### src/rtl/des_loader_pkg.sv
// Shared types and sizing helpers for the DES block loader.
package des_loader_pkg;

    typedef enum logic [1:0] {
        IDLE  = 2'd0,
        READY = 2'd1,
        RUN   = 2'd2
    } state_e;

    function automatic bit is_legal_word_w(input int w);
        return (w == 16) || (w == 32) || (w == 64);
    endfunction

    function automatic int words_per_field(input int w);
        return 64 / w;
    endfunction

    function automatic int frame_words(input int w);
        return 2 * (64 / w);
    endfunction

    function automatic int cnt_width(input int n);
        return (n > 1) ? $clog2(n) : 1;
    endfunction

endpackage

### src/rtl/des_frame_assembler.sv
// Collects key then plaintext words into a 128-bit frame buffer and flags when it is full.
module des_frame_assembler
    import des_loader_pkg::*;
#(
    parameter int WORD_W = 32
) (
    input  logic              clk,
    input  logic              reset,
    input  logic              word_valid_din,
    input  logic [0:WORD_W-1] word_din,
    input  logic              take_i,
    output logic              word_ready_dout,
    output logic              frame_full_o,
    output logic              partial_o,
    output logic [0:63]       key_buf_o,
    output logic [0:63]       pt_buf_o
);

    localparam int WPB = words_per_field(WORD_W);
    localparam int NW  = frame_words(WORD_W);
    localparam int CW  = cnt_width(NW);

    logic [CW-1:0] cnt_q, cnt_d;
    logic          full_q, full_d;
    logic [0:63]   key_q, key_d;
    logic [0:63]   pt_q, pt_d;
    logic          accept_s;

    assign accept_s        = word_valid_din && !full_q;
    assign word_ready_dout = !full_q;
    assign frame_full_o    = full_q;
    assign partial_o       = (cnt_q != '0);
    assign key_buf_o       = key_q;
    assign pt_buf_o        = pt_q;

    // Word placement, counter wrap and full flag; take only happens while full, so it never meets an accept.
    always_comb begin
        cnt_d  = cnt_q;
        full_d = full_q;
        key_d  = key_q;
        pt_d   = pt_q;
        if (take_i) begin
            full_d = 1'b0;
        end else begin
            full_d = full_q;
        end
        if (accept_s) begin
            if (int'(cnt_q) < WPB) begin
                key_d[int'(cnt_q) * WORD_W +: WORD_W] = word_din;
            end else begin
                pt_d[(int'(cnt_q) - WPB) * WORD_W +: WORD_W] = word_din;
            end
            if (cnt_q == CW'(NW - 1)) begin
                cnt_d  = '0;
                full_d = 1'b1;
            end else begin
                cnt_d = cnt_q + CW'(1);
            end
        end else begin
            cnt_d = cnt_q;
        end
    end

    // Frame state registers.
    always_ff @(posedge clk or posedge reset) begin
        if (reset) begin
            cnt_q  <= '0;
            full_q <= 1'b0;
            key_q  <= '0;
            pt_q   <= '0;
        end else begin
            cnt_q  <= cnt_d;
            full_q <= full_d;
            key_q  <= key_d;
            pt_q   <= pt_d;
        end
    end

endmodule

### src/rtl/des_block_loader.sv
// Feeds (key, plaintext) blocks to des_core: frame assembly, hold register, issue FSM and watchdog.
module des_block_loader
    import des_loader_pkg::*;
#(
    parameter int WORD_W  = 32,
    parameter int TIMEOUT = 64
) (
    input  logic              clk,
    input  logic              reset,
    input  logic              word_valid_din,
    input  logic [0:WORD_W-1] word_din,
    output logic              word_ready_dout,
    input  logic              active_des_engine_din,
    input  logic              done_strobe_din,
    output logic              start_strobe_dout,
    output logic [0:63]       plaintext_dout,
    output logic [0:63]       key_dout,
    output logic              loader_busy_dout,
    output logic              timeout_err_dout
);

    localparam logic [1:0] ST_IDLE  = IDLE;
    localparam logic [1:0] ST_READY = READY;
    localparam logic [1:0] ST_RUN   = RUN;
    localparam int         WD_W     = cnt_width(TIMEOUT);

    logic [1:0]      state_q, state_d;
    logic            strobe_q, strobe_d;
    logic [0:63]     key_hold_q, key_hold_d;
    logic [0:63]     pt_hold_q, pt_hold_d;
    logic [WD_W-1:0] wd_q, wd_d;
    logic            err_q, err_d;

    logic            frame_full_s;
    logic            partial_s;
    logic            transfer_s;
    logic            expire_s;
    logic [0:63]     key_buf_s;
    logic [0:63]     pt_buf_s;

    assign transfer_s = frame_full_s && (state_q == ST_IDLE);
    assign expire_s   = (TIMEOUT != 0) && (wd_q == WD_W'(TIMEOUT - 1));

    des_frame_assembler #(
        .WORD_W (WORD_W)
    ) u_asm (
        .clk             (clk),
        .reset           (reset),
        .word_valid_din  (word_valid_din),
        .word_din        (word_din),
        .take_i          (transfer_s),
        .word_ready_dout (word_ready_dout),
        .frame_full_o    (frame_full_s),
        .partial_o       (partial_s),
        .key_buf_o       (key_buf_s),
        .pt_buf_o        (pt_buf_s)
    );

    // Issue FSM: a non-IDLE state means the hold register owns a block.
    always_comb begin
        state_d    = state_q;
        strobe_d   = 1'b0;
        key_hold_d = key_hold_q;
        pt_hold_d  = pt_hold_q;
        wd_d       = wd_q;
        err_d      = err_q;
        case (state_q)
            ST_IDLE: begin
                if (transfer_s) begin
                    state_d    = ST_READY;
                    key_hold_d = key_buf_s;
                    pt_hold_d  = pt_buf_s;
                end else begin
                    state_d = ST_IDLE;
                end
            end
            ST_READY: begin
                if (!active_des_engine_din) begin
                    state_d  = ST_RUN;
                    strobe_d = 1'b1;
                    wd_d     = '0;
                end else begin
                    state_d = ST_READY;
                end
            end
            ST_RUN: begin
                // done takes priority so a completion on the expiry edge is not flagged.
                if (done_strobe_din) begin
                    state_d = ST_IDLE;
                end else if (expire_s) begin
                    state_d = ST_IDLE;
                    err_d   = 1'b1;
                end else begin
                    wd_d = wd_q + WD_W'(1);
                end
            end
            default: begin
                state_d = ST_IDLE;
            end
        endcase
    end

    // Issue state, hold register, watchdog and sticky error.
    always_ff @(posedge clk or posedge reset) begin
        if (reset) begin
            state_q    <= ST_IDLE;
            strobe_q   <= 1'b0;
            key_hold_q <= '0;
            pt_hold_q  <= '0;
            wd_q       <= '0;
            err_q      <= 1'b0;
        end else begin
            state_q    <= state_d;
            strobe_q   <= strobe_d;
            key_hold_q <= key_hold_d;
            pt_hold_q  <= pt_hold_d;
            wd_q       <= wd_d;
            err_q      <= err_d;
        end
    end

    assign start_strobe_dout = strobe_q;
    assign key_dout          = key_hold_q;
    assign plaintext_dout    = pt_hold_q;
    assign timeout_err_dout  = err_q;
    assign loader_busy_dout  = partial_s || frame_full_s || (state_q != ST_IDLE);

endmodule

### config.mk
export PLATFORM = sky130hd
export DESIGN_NAME = des_block_loader
export DESIGN_NICKNAME = d
export VERILOG_FILES = /design/src/rtl/des_loader_pkg.sv /design/src/rtl/des_frame_assembler.sv /design/src/rtl/des_block_loader.sv
export SDC_FILE = /design/constraint.sdc
export NUM_CORES = 1
export LEC_CHECK = 0
export BUFFER_PORTS_ARGS = -buffer_cell sky130_fd_sc_hd__buf_4
export CAP_MARGIN = 30
export CORE_UTILIZATION = 60
export DETAILED_ROUTE_END_ITERATION = 12
export HOLD_SLACK_MARGIN = 0.03
export MAX_ROUTING_LAYER = met4
export PLACE_DENSITY = 0.9
export SETUP_SLACK_MARGIN = 0.02
export SLEW_MARGIN = 20
export SYNTH_ARGS = -nofsm -noshare
export SYNTH_HDL_FRONTEND = slang
export SYNTH_SLANG_ARGS = --single-unit
### constraint.sdc
create_clock -name clk -period 20.3 [get_ports clk]
set_input_delay 1.015 -clock clk [delete_from_list [all_inputs] [get_ports clk]]
set_output_delay 1.015 -clock clk [all_outputs]
set_load 0.05 [all_outputs]
# == Word-level counts from Yosys, hierarchy flattened ==
# Cells that the tools add are included.
# op_classes
add_sub_neg,5
n_mul,0
div,0
n_lt_le_gt_ge,1
eq_ne,8
shift,4
mux,17
bitwise_logic,4
reduce_logical,14
# op_table
op,count
"variable shift 65 x 33 -> 64 bit, first input constant",2
indexed part select 65 x 33 -> 64 bit,2
bitwise mux 64 bit,2
negation 32 -> 33 bit,2
NOT 32 bit,1
NOT 7 -> 32 bit,1
2-to-1 mux 6 bit,3
one-hot mux 6 bit (2 select lines),1
2-to-1 mux 2 bit,4
"adder 6 x 1 -> 6 bit, second input constant",1
"equality test 6 bit, second input constant",1
2-to-1 mux 1 bit,6
"!= test 2 bit, second input constant",3
one-hot mux 2 bit (3 select lines),1
AND reduction 2 bit,3
nonzero test 2 bit,3
"equality test 2 bit, second input constant",2
AND reduction 4 bit,1
"!= test 3 bit, second input constant",1
AND reduction 3 bit,1
"subtractor 2 x 2 -> 3 bit, second input constant",1
"adder 2 x 1 -> 2 bit, second input constant",1
"equality test 2 x 1 -> 1 bit, second input constant",1
logical AND 1 bit,2
5 further kinds,7
# word_totals
reg_bits,269
latch_bits,0
mem_bits_rw,0
romBits,0
output_inout_bits,132
wordCells,63
n_memories,0

# == Logic depth before layout (Yosys ltp) ==
# Gate-level depths: netlist of run 1.
# logic_depth
ltp_word,5
ltp_mapped,9
depth_no_buf,5

# == Cells and area by module ==
# A second synthesis of run 1 with hierarchy kept.
# unflattened
cells_unflattened,690
hier_area_um2,11288.3
# by_module_without_submodules
module,n_inst,cells_per_inst,area_per_inst_um2,seq_area_each_um2
des_frame_assembler,1,365,5990.7,3278.1
des_block_loader,1,325,5297.6,3453.3

# == Worst setup path after synthesis of run 1 ==
# OpenSTA, ideal clock, no wires.
# synth_path
kind,register to output
start,register u_asm.cnt_q[0]
end,output port loader_busy_dout
arrival_time_ps,1602
t_required_ps,19285
slack_ps,17683
path_stages_with_launch,6
path_buffers,2
path_cell_list,dfrtp_1 > clkbuf_1 > inv_1 > buf_1 > ha_1 > nand3_1
# synth_via
elab_chain_cells,3
# synth_rtl
item,line,source
"start, declared",des_frame_assembler.sv:23,"logic [CW-1:0] cnt_q, cnt_d;"
"start signal, assigned",des_frame_assembler.sv:72,cnt_q <= cnt_d;
nonzero test 2 bit,des_frame_assembler.sv:32,assign partial_o = (cnt_q != '0);
logical OR 1 bit (2 in series),des_block_loader.sv:126,assign loader_busy_dout = partial_s || frame_full_s || (state_q != ST_IDLE);
"end, declared",des_block_loader.sv:18,"output logic loader_busy_dout,"
# Every way passes these cells.

# == Worst setup path after layout of run 1 ==
# Ends and elaborated chain as after synthesis.

==> results of run 1 <==
[routing by layer]
| metal | up-vias | wire, µm | track usage (%) |
|---|---|---|---|
| li1 | 3094 | - | - |
| met1 | 3442 | 9566 | 36.13 |
| met2 | 250 | 11090 | 43.15 |
| met3 | 51 | 1325 | 4.960 |
| met4 | 0 | 670 | 9.579 |
| met5 | - | 0 | - |
[critical path: stages, from the launching register on]
cell and delay (ps):
dfrtp_1 370, inv_1 600, buf_4 350, ha_1 260, nand3_1 110, buf_4 210
[layout by cell type, fill, tap and decap left out, types with 2 or more instances in the layout]
cell	instances
mux2i_1	4
clkbuf_1	9
a32o_1	2
o211ai_1	2
clkbuf_8	4
nor2_1	5
buf_12	2
a21oi_1	2
nand4b_1	2
nand2_1	198
o21ai_1	3
ha_1	6
clkbuf_16	27
mux2_2	131
buf_16	2
clkinv_2	3
nand4bb_4	2
o21ai_0	126
nand3_1	5
buf_4	176
inv_1	6
dfrtp_1	269
o31ai_1	2
[registers in the layout (all words and copies together), names as in the netlist, 2 cells and up]
name and count:
state_q 2, u_asm.cnt_q 2, u_asm.pt_buf_o 64, plaintext_dout 64, key_dout 64, u_asm.key_buf_o 64
wd_q 6
[cell type report]
type	count	area, µm²	share of cell area, %
inverter	7	33.78	0.2701
clock buffer	40	764.5	6.113
tap	220	275.3	2.201
clock inverter	4	45.04	0.3602
timing repair buffer	181	1428	11.42
multi-input combinational	498	3228	25.81
sequential	269	6731	53.83
[metrics by stage]
step,instance area [µm²],cells,setup WS [ps],power [mW],util [%]
2_1_floorplan,10170,822,11870,1.543,-
3_3_place_gp,11590,1170,16610,1.800,69.89
3_5_place_dp,11640,1172,16930,1.842,70.18
4_1_cts,12450,1216,16880,2.315,75.06
5_1_grt,12510,1219,16780,2.414,75.41
6_report,12510,1219,16870,2.307,75.41
[how the worst min path moves through the flow]
stage / cells after the start / start / slack, ps / end
CTS: 2 / u_asm.pt_buf_o[29] / 480 / u_asm.pt_buf_o[29]
finish: 2 / u_asm.pt_buf_o[1] / 480 / u_asm.pt_buf_o[1]
floorplan: 2 / u_asm.key_buf_o[0] / 440 / u_asm.key_buf_o[0]
global placement: 2 / u_asm.pt_buf_o[48] / 450 / u_asm.pt_buf_o[48]
global route: 1 / wd_q[4] / 500 / wd_q[4]
detailed placement: 2 / u_asm.pt_buf_o[29] / 460 / u_asm.pt_buf_o[29]
[logic make-up (layout without fill, tap and decap cells)]
logic type / Yosys count / in the layout / synth area share (%)
simple gates: 219 / 219 / 8.696
mux: 135 / 135 / 14.90
buf+inv: 55 / 232 / 2.472
fa+ha+maj: 6 / 6 / 0.7380
compound gates: 138 / 138 / 7.023
flops: 269 / 269 / 66.17
[Yosys cell counts (all sizes together), types with 2 or more instances]
master	number
mux2	131
a32o	2
inv	7
nand4b	2
clkbuf	32
buf	16
nand2	198
o31ai	2
dfrtp	269
mux2i	4
or3b	2
nand3	5
o21ai	129
o211ai	2
nor2	5
nand4bb	2
a21oi	2
ha	6
[power by group]
part           switching, mW  internal, mW  total, mW
combinational          0.633         0.334      0.966
clock                  0.190         0.270      0.460
sequential             0.135         0.746      0.881
total                  0.958          1.35       2.31
==> metrics.md, run 1 <==
| Metric | Value |
|---|---|
| Status | finished, final reports clean |
| Final nets | 1026 |
| Max-Cap Viols | 0 |
| Clk slew on worst S/H paths | 60 ps |
| Htree depth | 1 |
| DRC viols | 0 |
| Num CTS Buffers | 26 |
| Remaining global-route overflow | 0 |
| Final WL | 22.66 mm |
| Largest net degree at the start of global routing | 103 |
| Arrival time at the worst endpoint | 2420 ps |
| Period utilization | 16.91% |
| Post-CTS setup buffers | 0 |
| Max frequency | 291.3 MHz |
| Asr flop ratio synth | 100.0% |
| Setup crit start kind | flop |
| Final GP Congestion | 0.8309 |
| Post-Syn Nets | 865 |
| CP startpoint | u_asm.cnt_q[0] |
| Pre-Repair DR Iteration Count | 5 |
| # fillers | 1048 |
| Largest cells by area after synthesis | dfrtp_1, mux2_2, nand2_1 |
| PwrDens | 184.5 nW/µm² |
| Core footprint | 16580 µm² |
| Initial drt markers | 561 |
| DIE AREA | 17480 µm² |
| Worst Skew | 8.500 ps |
| Library cells used by synthesis | 28 |
| Total track usage | 27.35% |
| Post-synthesis cell count | 822 |
| Number of global-route vias before repair | 7049 |
| Worst hold path type | flop to flop |
| #FFs+latches synth | 269 |
| Vias per Instance | 5.609 |
| Clock tree root driver cell | clkbuf_16 |
| FP Rows | 47 |
| Crit path max fanout | 22 |
| IO Pins | 169 |
| Main synth FF type | dfrtp_1 |
| Routed via count | 6837 |
| Post-CTS Hold Fix Bufs | 0 |
| Routed Antenna Nets | 0 |
| Slew Limit Headroom | 42.04% |
| Fin crit period | 3433 ps |
| Die width | 132.2 µm |
| Area Growth Syn to Fin | 22.94% |
| First-pass GRT wire length | 36.62 mm |
| Worst setup EP type | primary output |
| Post-Syn Area | 10170 µm² |
| Post-synthesis sequential area ratio | 66.17% |
| Internal reg-to-reg setup slack | 17400 ps |
| Worst Setup Path Type | flop to primary output |
| Hold violation count in the final report | 0 |
| Routed wire per std cell | 18.58 µm |
| R2r endpoint | u_asm.key_buf_o[11] |
| IO buf count | 168 |
| Skew-Pair Late Insertion Delay | 510 ps |
| ANT cells | 0 |
| Fin Setup TNS | 0 ps |
| Worst r2r src | u_asm.cnt_q[0] |
| Worst slew pin tran | 867.4 ps |
| Post-synth EDFFs | 0 |
| Ys Warns | 0 |
| Initial antenna violation count | 0 |
| Worst setup path end | loader_busy_dout |
| Top-area cell type share of the netlist area | 66.17% |
| Syn_area_per_cell | 12.38 µm² |
| Fraction of layout cells with a size suffix above 1 | 35.34% |
| Unrepaired setup endpoints after global routing | no |
| Post-DP HPWL | 14.21 mm |
| Post-CTS sizing | 0 |
| Final setup viols | 0 |
| Maximum vdd drop | 106.8 µV |
| Synth area leader | dfrtp_1 |
| Required time of the critical path | 19290 ps |
| Initial Util | 61.34% |
| Slew Viols, Final | 0 |
| Clock Path Buffers | 3 |
| Pleak | 6.241 nW |
| CTS Sinks | 269 |
| Hold slack | 475.1 ps |
| R2R depth | 6 |
| Die H | 132.2 µm |
| CTS tree | done |
Power figures use the tool's default switching activity.
==> run 2, diff against run 1 <==
--- a/config.mk
+++ b/config.mk
@@ -7,11 +7,11 @@
 export LEC_CHECK = 0
 export BUFFER_PORTS_ARGS = -buffer_cell sky130_fd_sc_hd__buf_4
 export CAP_MARGIN = 30
-export CORE_UTILIZATION = 60
+export CORE_UTILIZATION = 56
 export DETAILED_ROUTE_END_ITERATION = 12
 export HOLD_SLACK_MARGIN = 0.03
 export MAX_ROUTING_LAYER = met4
-export PLACE_DENSITY = 0.9
+export PLACE_DENSITY = 0.85
 export SETUP_SLACK_MARGIN = 0.02
 export SLEW_MARGIN = 20
 export SYNTH_ARGS = -nofsm -noshare
==> constraint.sdc (replaced) <==
create_clock -name clk -period 3.3 [get_ports clk]
set_input_delay 0.165 -clock clk [delete_from_list [all_inputs] [get_ports clk]]
set_output_delay 0.165 -clock clk [all_outputs]
set_load 0.05 [all_outputs]
==> run 2 against run 1 <==
  * Combinational power rose to 6.2 times the previous value
  * Highest routed layer unchanged
  * Cell count up 4.2%
  * Power rose to 6.5 times the previous value
  * First-iteration DRC count down 29%
  * Count of clock-buffer cells in the layout down 8
==> metrics.md, run 2 (same netlist as run 1, synthesis figures left out) <==
| Metric | Value |
|---|---|
| Vias per Instance | 5.498 (-2.0%) |
| Worst Setup Path Type | flop to flop |
| FP Rows | 48 (+2.1%) |
| Final GP Congestion | 0.8480 (+2.1%) |
| DRC viols | 0 (unchanged) |
| Commonest non-fill, non-tap cells in the layout | dfrtp_1, nand2_1, buf_4 |
| PwrDens | 1132 nW/µm² (+510%) |
| Area Growth Syn to Fin | 29.74% |
| Period utilization | 66.40% |
| CTS tree | done |
| IO buf count | 168 (unchanged) |
| Slew Viols, Final | 0 (unchanged) |
| Slew Limit Headroom | 51.64% (+9.6 points) |
| Number of global-route vias before repair | 7075 (+0.37%) |
| CP most frequent cell | buf_4 |
| Initial antenna violation count | 1 (+1) |
| Clock Path Buffers | 3 (unchanged) |
| IO Pins | 169 (unchanged) |
| Worst setup EP type | flop |
| Worst Skew | 7.146 ps (-1.354 ps) |
| Htree depth | 1 (unchanged) |
| Final nets | 1068 (+4.1%) |
| Worst slew pin tran | 725.4 ps (-141.9 ps) |
| Remaining global-route overflow | 0 (unchanged) |
| Clk slew on worst S/H paths | 60 ps (about the same) |
| Fraction of layout cells with a size suffix above 1 | 35.54% (+0.20 points) |
| Core footprint | 17540 µm² (+5.7%) |
| Arrival time at the worst endpoint | 2570 ps (+150 ps) |
| Placed cell area | 11720 µm² (+0.67%) |
| Setup crit start kind | flop |
| Commonest non-fill, non-tap cell in the layout | dfrtp_1 |
| Initial Util | 58.01% (-3.3 points) |
| Fin crit period | 2191 ps |
| Hold violation count in the final report | 0 (unchanged) |
| Required time of the critical path | 3680 ps (-15610 ps) |
| Clock tree root driver cell | clkbuf_16 |
| Num CTS Buffers | 26 (unchanged) |
| CP max stage cell | nand4b_1 |
| Worst stage delay on the critical path | 460 ps (-140 ps) |
| DP Cell Count | 1183 (+0.94%) |
| Max-Cap Viols | 0 (unchanged) |
| Worst hold path type | input pin to asynchronous set/reset pin |
| Maximum vdd drop | 772.5 µV (+620%) |
| CP Buf/Inv Count | 3 (unchanged) |
| Die width | 136.8 µm (+3.5%) |
| Crit path max fanout | 38 (+73%) |
| Die H | 136.8 µm (+3.5%) |
| Max frequency | 456.3 MHz |
| Hold slack | 217.6 ps (-257.5 ps) |
| Pre-Repair DR Iteration Count | 5 (unchanged) |
| Initial drt markers | 400 (-29%) |
| Post-CTS sizing | 0 (unchanged) |
| Routed Antenna Nets | 0 (unchanged) |
| Final Instance Area | 13200 µm² (+5.5%) |
| First-pass GRT wire length | 36.56 mm (-0.17%) |
| Pleak | 6.553 nW (+5.0%) |
| Crit-path cells | buf_4 > inv_1 > ha_1 > nand4b_1 > buf_4 > nand2_1 > o21ai_0 |
| Routed wire per std cell | 18.25 µm (-1.8%) |
| DIE AREA | 18710 µm² (+7.0%) |
| CTS Sinks | 269 (unchanged) |
| Final non-filler cell total | 1270 (+4.2%) |
| Final WL | 23.18 mm (+2.3%) |
| Total track usage | 26.13% (-1.2 points) |
| Unrepaired setup endpoints after global routing | no |
| Skew-Pair Late Insertion Delay | 520 ps (about the same) |
| Status | finished, final reports clean |
| Post-DP HPWL | 14.31 mm (+0.74%) |
| Routed via count | 6983 (+2.1%) |
| Final setup viols | 0 (unchanged) |
| Largest net degree at the start of global routing | 75 (-27%) |
| Critical path's top delay family | buffers and inverters |
run 2: cell count changes in the layout (fill, tap and decap cells not counted), sizes merged, moves of 3 or more:
cell | before | now
clkbuf | 40 | 32
buf | 181 | 187
dlygate4sd3 | 0 | 36
bufinv | 1 | 9
clkinv | 3 | 6
run 2: worst paths after layout:
path	start	end	slack [ps]	cells past startpoint
hold reg to reg	u_asm.pt_buf_o[4]	u_asm.pt_buf_o[4]	470	2
min in group clk	u_asm.pt_buf_o[4]	u_asm.pt_buf_o[4]	470	2
hold / removal	reset	plaintext_dout[6]	220	3
setup reg to reg	u_asm.cnt_q[0]	u_asm.pt_buf_o[16]	1110	7
setup / recovery	u_asm.cnt_q[0]	u_asm.pt_buf_o[16]	1110	7
max in group asynchronous	reset	u_asm.key_buf_o[18]	2250	5
run 2: report_power, final:
part	internal, mW	switching (mW)	total, mW	leakage [nW]
Combinational	2.10	3.93	6.03	2.50
Clock	2.30	1.25	3.54	0.519
Sequential	4.59	0.782	5.37	3.54
Total	8.99	5.96	14.9	6.55
run 2: stage by stage:
step	power, mW	TNS [ps]	util, %	setup slack [ps]
2_1_floorplan	9.496	-112560	-	-418.5
3_3_place_gp	11.12	0	66.80	1171
3_5_place_dp	11.33	0	66.80	1016
4_1_cts	14.94	0	74.81	997.8
5_1_grt	15.64	0	75.26	881.6
6_report	14.95	0	75.26	1109
run 2: worst register-to-register path, delay by kind of cell, from the launching register on:
family / cells / cell delay (ps)
DFF: 1 / 370
adders and majority gates: 1 / 150
AOI/OAI and AO/OA: 1 / 100
buffers and inverters: 3 / 830
and+or+nand+nor: 2 / 610
run 2: layout make-up:
class,count,area [µm²]
inverter,7,30.03
tap,225,281.5
timing repair buffer,223,1879
clock buffer,32,744.5
multi-input combinational,498,3228
fill,1086,4339
antenna,1,2.502
sequential,269,6731
clock inverter,15,300.3
run 2: timing repair:
item / 4_1_cts / 5_1_grt
endpoints found under the hold margin: 165 / 0
setup buffers: 0 / 0
setup endpoints to repair: 0 / 0
hold buffers: 36 / 0
run 2: metal layers:
metal	up-vias	share of wire, %	track usage (%)
met5	-	0	-
met4	0	3.2	10.56
met3	56	5.5	4.741
met2	227	49	41.20
met1	3516	42	33.74
li1	3184	-	-
==> run 3, diff against run 2 <==
--- a/config.mk
+++ b/config.mk
@@ -5,13 +5,14 @@
 export SDC_FILE = /design/constraint.sdc
 export NUM_CORES = 1
 export LEC_CHECK = 0
+export ABC_AREA = 1
 export BUFFER_PORTS_ARGS = -buffer_cell sky130_fd_sc_hd__buf_4
 export CAP_MARGIN = 30
-export CORE_UTILIZATION = 56
+export CORE_UTILIZATION = 51
 export DETAILED_ROUTE_END_ITERATION = 12
 export HOLD_SLACK_MARGIN = 0.03
 export MAX_ROUTING_LAYER = met4
-export PLACE_DENSITY = 0.85
+export PLACE_DENSITY = 0.82
 export SETUP_SLACK_MARGIN = 0.02
 export SLEW_MARGIN = 20
 export SYNTH_ARGS = -nofsm -noshare
==> constraint.sdc (replaced) <==
create_clock -name clk -period 1.9 [get_ports clk]
set_input_delay 0.095 -clock clk [delete_from_list [all_inputs] [get_ports clk]]
set_output_delay 0.095 -clock clk [all_outputs]
set_load 0.05 [all_outputs]
==> run 3 against run 2 <==
  * Global-route usage fell by 1.4 points
  * Design area up 4.3%
  * Highest routed layer unchanged
  * Clock power increased by 64%
  * Die area up 17%
  * Clock skew about the same
  * Routed wire length up 11%
==> metrics.md, run 3 <==
| Metric | Value |
|---|---|
| Die H | 147.7 µm (+8.0%) |
| Status | finished, final reports clean |
| Skew-Pair Late Insertion Delay | 520 ps (about the same) |
| Setup crit start kind | flop |
| Num CTS Buffers | 28 (+7.7%) |
| Initial Util | 52.81% (-5.2 points) |
| Hold slack | 195.1 ps (-22.47 ps) |
| First-pass GRT wire length | 41.82 mm (+14%) |
| CTS tree | done |
| Worst setup path end | loader_busy_dout |
| Commonest non-fill, non-tap cell in the layout | nand2_1 |
| Initial drt markers | 604 (+51%) |
| Htree depth | 1 (unchanged) |
| FP Rows | 52 (+8.3%) |
| Max frequency | 546.0 MHz |
| Storage element area | 6733 µm² (about the same) |
| Asr flop ratio synth | 100.0% (unchanged) |
| PwrDens | 1965 nW/µm² (+74%) |
| Unrepaired setup endpoints after global routing | no |
| Worst Setup Path Type | flop to primary output |
| Worst Skew | 6.730 ps (-0.4165 ps) |
| Largest cells by area after synthesis | dfrtp_1, nand2_1, o21ai_0 |
| Period utilization | 96.39% |
| Top-area cell type share of the netlist area | 62.20% (-4.0 points) |
| Number of global-route vias before repair | 8180 (+16%) |
| Synth area leader | dfrtp_1 |
| Core footprint | 20490 µm² (+17%) |
| Pre-Repair DR Iteration Count | 5 (unchanged) |
| Library cells used by synthesis | 24 (-14%) |
| # fillers | 1504 (+38%) |
| Maximum vdd drop | 1196 µV (+55%) |
| Max-Cap Viols | 0 (unchanged) |
| Placed cell area | 12400 µm² (+5.9%) |
| Routed wire per std cell | 15.38 µm (-16%) |
| R2r endpoint | u_asm.pt_buf_o[24] |
| Final WL | 25.74 mm (+11%) |
| CP startpoint | u_asm.cnt_q[1] |
| Final GP Congestion | 0.8479 (about the same) |
| Syn_area_per_cell | 9.133 µm² (-26%) |
| Final Instance Area | 13770 µm² (+4.3%) |
| CTS Sinks | 269 (unchanged) |
| Main synth FF type | dfrtp_1 |
| Post-synthesis cell count | 1185 (+44%) |
| Commonest non-fill, non-tap cells in the layout | nand2_1, dfrtp_1, o21ai_0 |
| Vias per Instance | 5.071 (-7.8%) |
| Ys Warns | 0 (unchanged) |
| R2R depth | 6 (-1) |
| Slew Limit Headroom | 60.42% (+8.8 points) |
| Post-Syn Nets | 1228 (+42%) |
| Die width | 147.7 µm (+8.0%) |
| Initial antenna violation count | 2 (+1) |
| Required time of the critical path | 1800 ps (-1880 ps) |
| Routed via count | 8484 (+21%) |
| Internal reg-to-reg setup slack | 230 ps (-880 ps) |
| Area of the multi-input gates | 3134 µm² (-2.9%) |
| Clock Path Buffers | 3 (unchanged) |
| Clock tree root driver cell | clkbuf_16 |
| Post-DP HPWL | 16.58 mm (+16%) |
| Routed Antenna Nets | 0 (unchanged) |
| Area Growth Syn to Fin | 27.24% |
| Pleak | 7.163 nW (+9.3%) |
| Pre-CTS setup slack | 250.8 ps (-764.8 ps) |
| DIE AREA | 21810 µm² (+17%) |
| DRC viols | 0 (unchanged) |
| Fraction of layout cells with a size suffix above 1 | 19.49% (-16 points) |
| Largest net degree at the start of global routing | 86 (+15%) |
| Worst setup EP type | primary output |
| Remaining global-route overflow | 0 (unchanged) |
| Commonest cells post-synth | nand2_1, dfrtp_1, o21ai_0 |
| Arrival time at the worst endpoint | 1740 ps (-830 ps) |
| Setup ws final | 68.62 ps (-1040 ps) |
| Worst hold path type | input pin to asynchronous set/reset pin |
| Worst r2r src | u_asm.cnt_q[0] |
| Post-Syn Area | 10820 µm² (+6.4%) |
| Fin crit period | 1831 ps |
| Worst slew pin tran | 592.5 ps (-133.0 ps) |
| Hold violation count in the final report | 0 (unchanged) |
| Clk slew on worst S/H paths | 70 ps (about the same) |
| Post-synth EDFFs | 0 (unchanged) |
| IO buf count | 168 (unchanged) |
| Post-synthesis sequential area ratio | 62.20% (-4.0 points) |
| Count leader, synth | nand2_1 |
| Total power | 27.06 mW (+81%) |
| Total track usage | 24.72% (-1.4 points) |
| #FFs+latches synth | 269 (unchanged) |
| Fin Setup TNS | 0 ps (unchanged) |
| IO Pins | 169 (unchanged) |
| Final setup viols | 0 (unchanged) |
| Slew Viols, Final | 0 (unchanged) |
| Final nets | 1423 (+33%) |
| Crit path max fanout | 6 (-84%) |
## run 3: changes by cell type after synthesis, sizes merged, moves of 4 or more
cell    previous run  this run
mux2i              4         0
mux2             131         0
nand3              5        43
nor2               5        48
clkbuf            32        36
o21ai            129       225
inv                7       175
nand2            198       347
buf               16        26
## run 3: cell families after synthesis
logic type / synth area share, %
DFF: 62.20
adders and majority gates: 0.6936
AOI/OAI and AO/OA: 11.71
and+or+nand+nor: 16.38
buffers and inverters: 9.017
## run 3: metrics by stage
stage                     util [%]  cells
after floorplan                  -   1185
after global placement       60.53   1583
after detailed placement     60.53   1583
after CTS                    67.13   1670
after global routing         67.19   1673
final                        67.19   1673
## run 3: per-layer routing
metal / up-vias / GRT usage, % / share of wire [%]
met5: - / - / 0
met4: 0 / 9.794 / 3.9
met3: 71 / 3.488 / 5.0
met2: 280 / 36.30 / 46
met1: 4068 / 34.96 / 45
li1: 4065 / - / -
## run 3: worst min-delay path by stage
| stage | start | endpoint | slack [ps] | cells after the start |
|---|---|---|---|---|
| 2_1_floorplan | active_des_engine_din | state_q[0] | 240 | 2 |
| 3_3_place_gp | reset | wd_q[5] | 200 | 2 |
| 3_5_place_dp | reset | wd_q[5] | 200 | 2 |
| 4_1_cts | reset | wd_q[5] | 200 | 3 |
| 5_1_grt | reset | wd_q[5] | 230 | 3 |
| 6_report | reset | wd_q[5] | 200 | 3 |
## run 3: final cells by class
cell class | instances | area share [%]
diodes | 2 | 0.03634
repair buffers | 227 | 13.87
multi-input cells | 679 | 22.76
inverters | 175 | 4.834
flip-flops and latches | 269 | 48.89
well taps | 270 | 2.453
clock buffers | 38 | 5.661
clock inverters | 13 | 1.490
## run 3: repair_timing
| item | CTS | global route |
|---|---|---|
| endpoints found under the setup margin | 1 | 1 |
| buffers inserted | 0 | 1 |
| hold buffers | 36 | 0 |
| endpoints found under the hold margin | 148 | 0 |
| resized for setup | 2 | 0 |
| pin swaps | 0 | 1 |
## run 3: critical path, cell delays in order (launching register included)
cell	delay, ps
dfrtp_1	460
inv_2	180
ha_1	210
nand3_1	140
buf_4	220
## run 3: power breakdown
group,internal [mW],switching (mW),total (mW),leakage (nW)
Sequential,8.17,1.28,9.45,3.47
Combinational,3.37,8.44,11.8,3.22
Clock,3.56,2.24,5.80,0.472
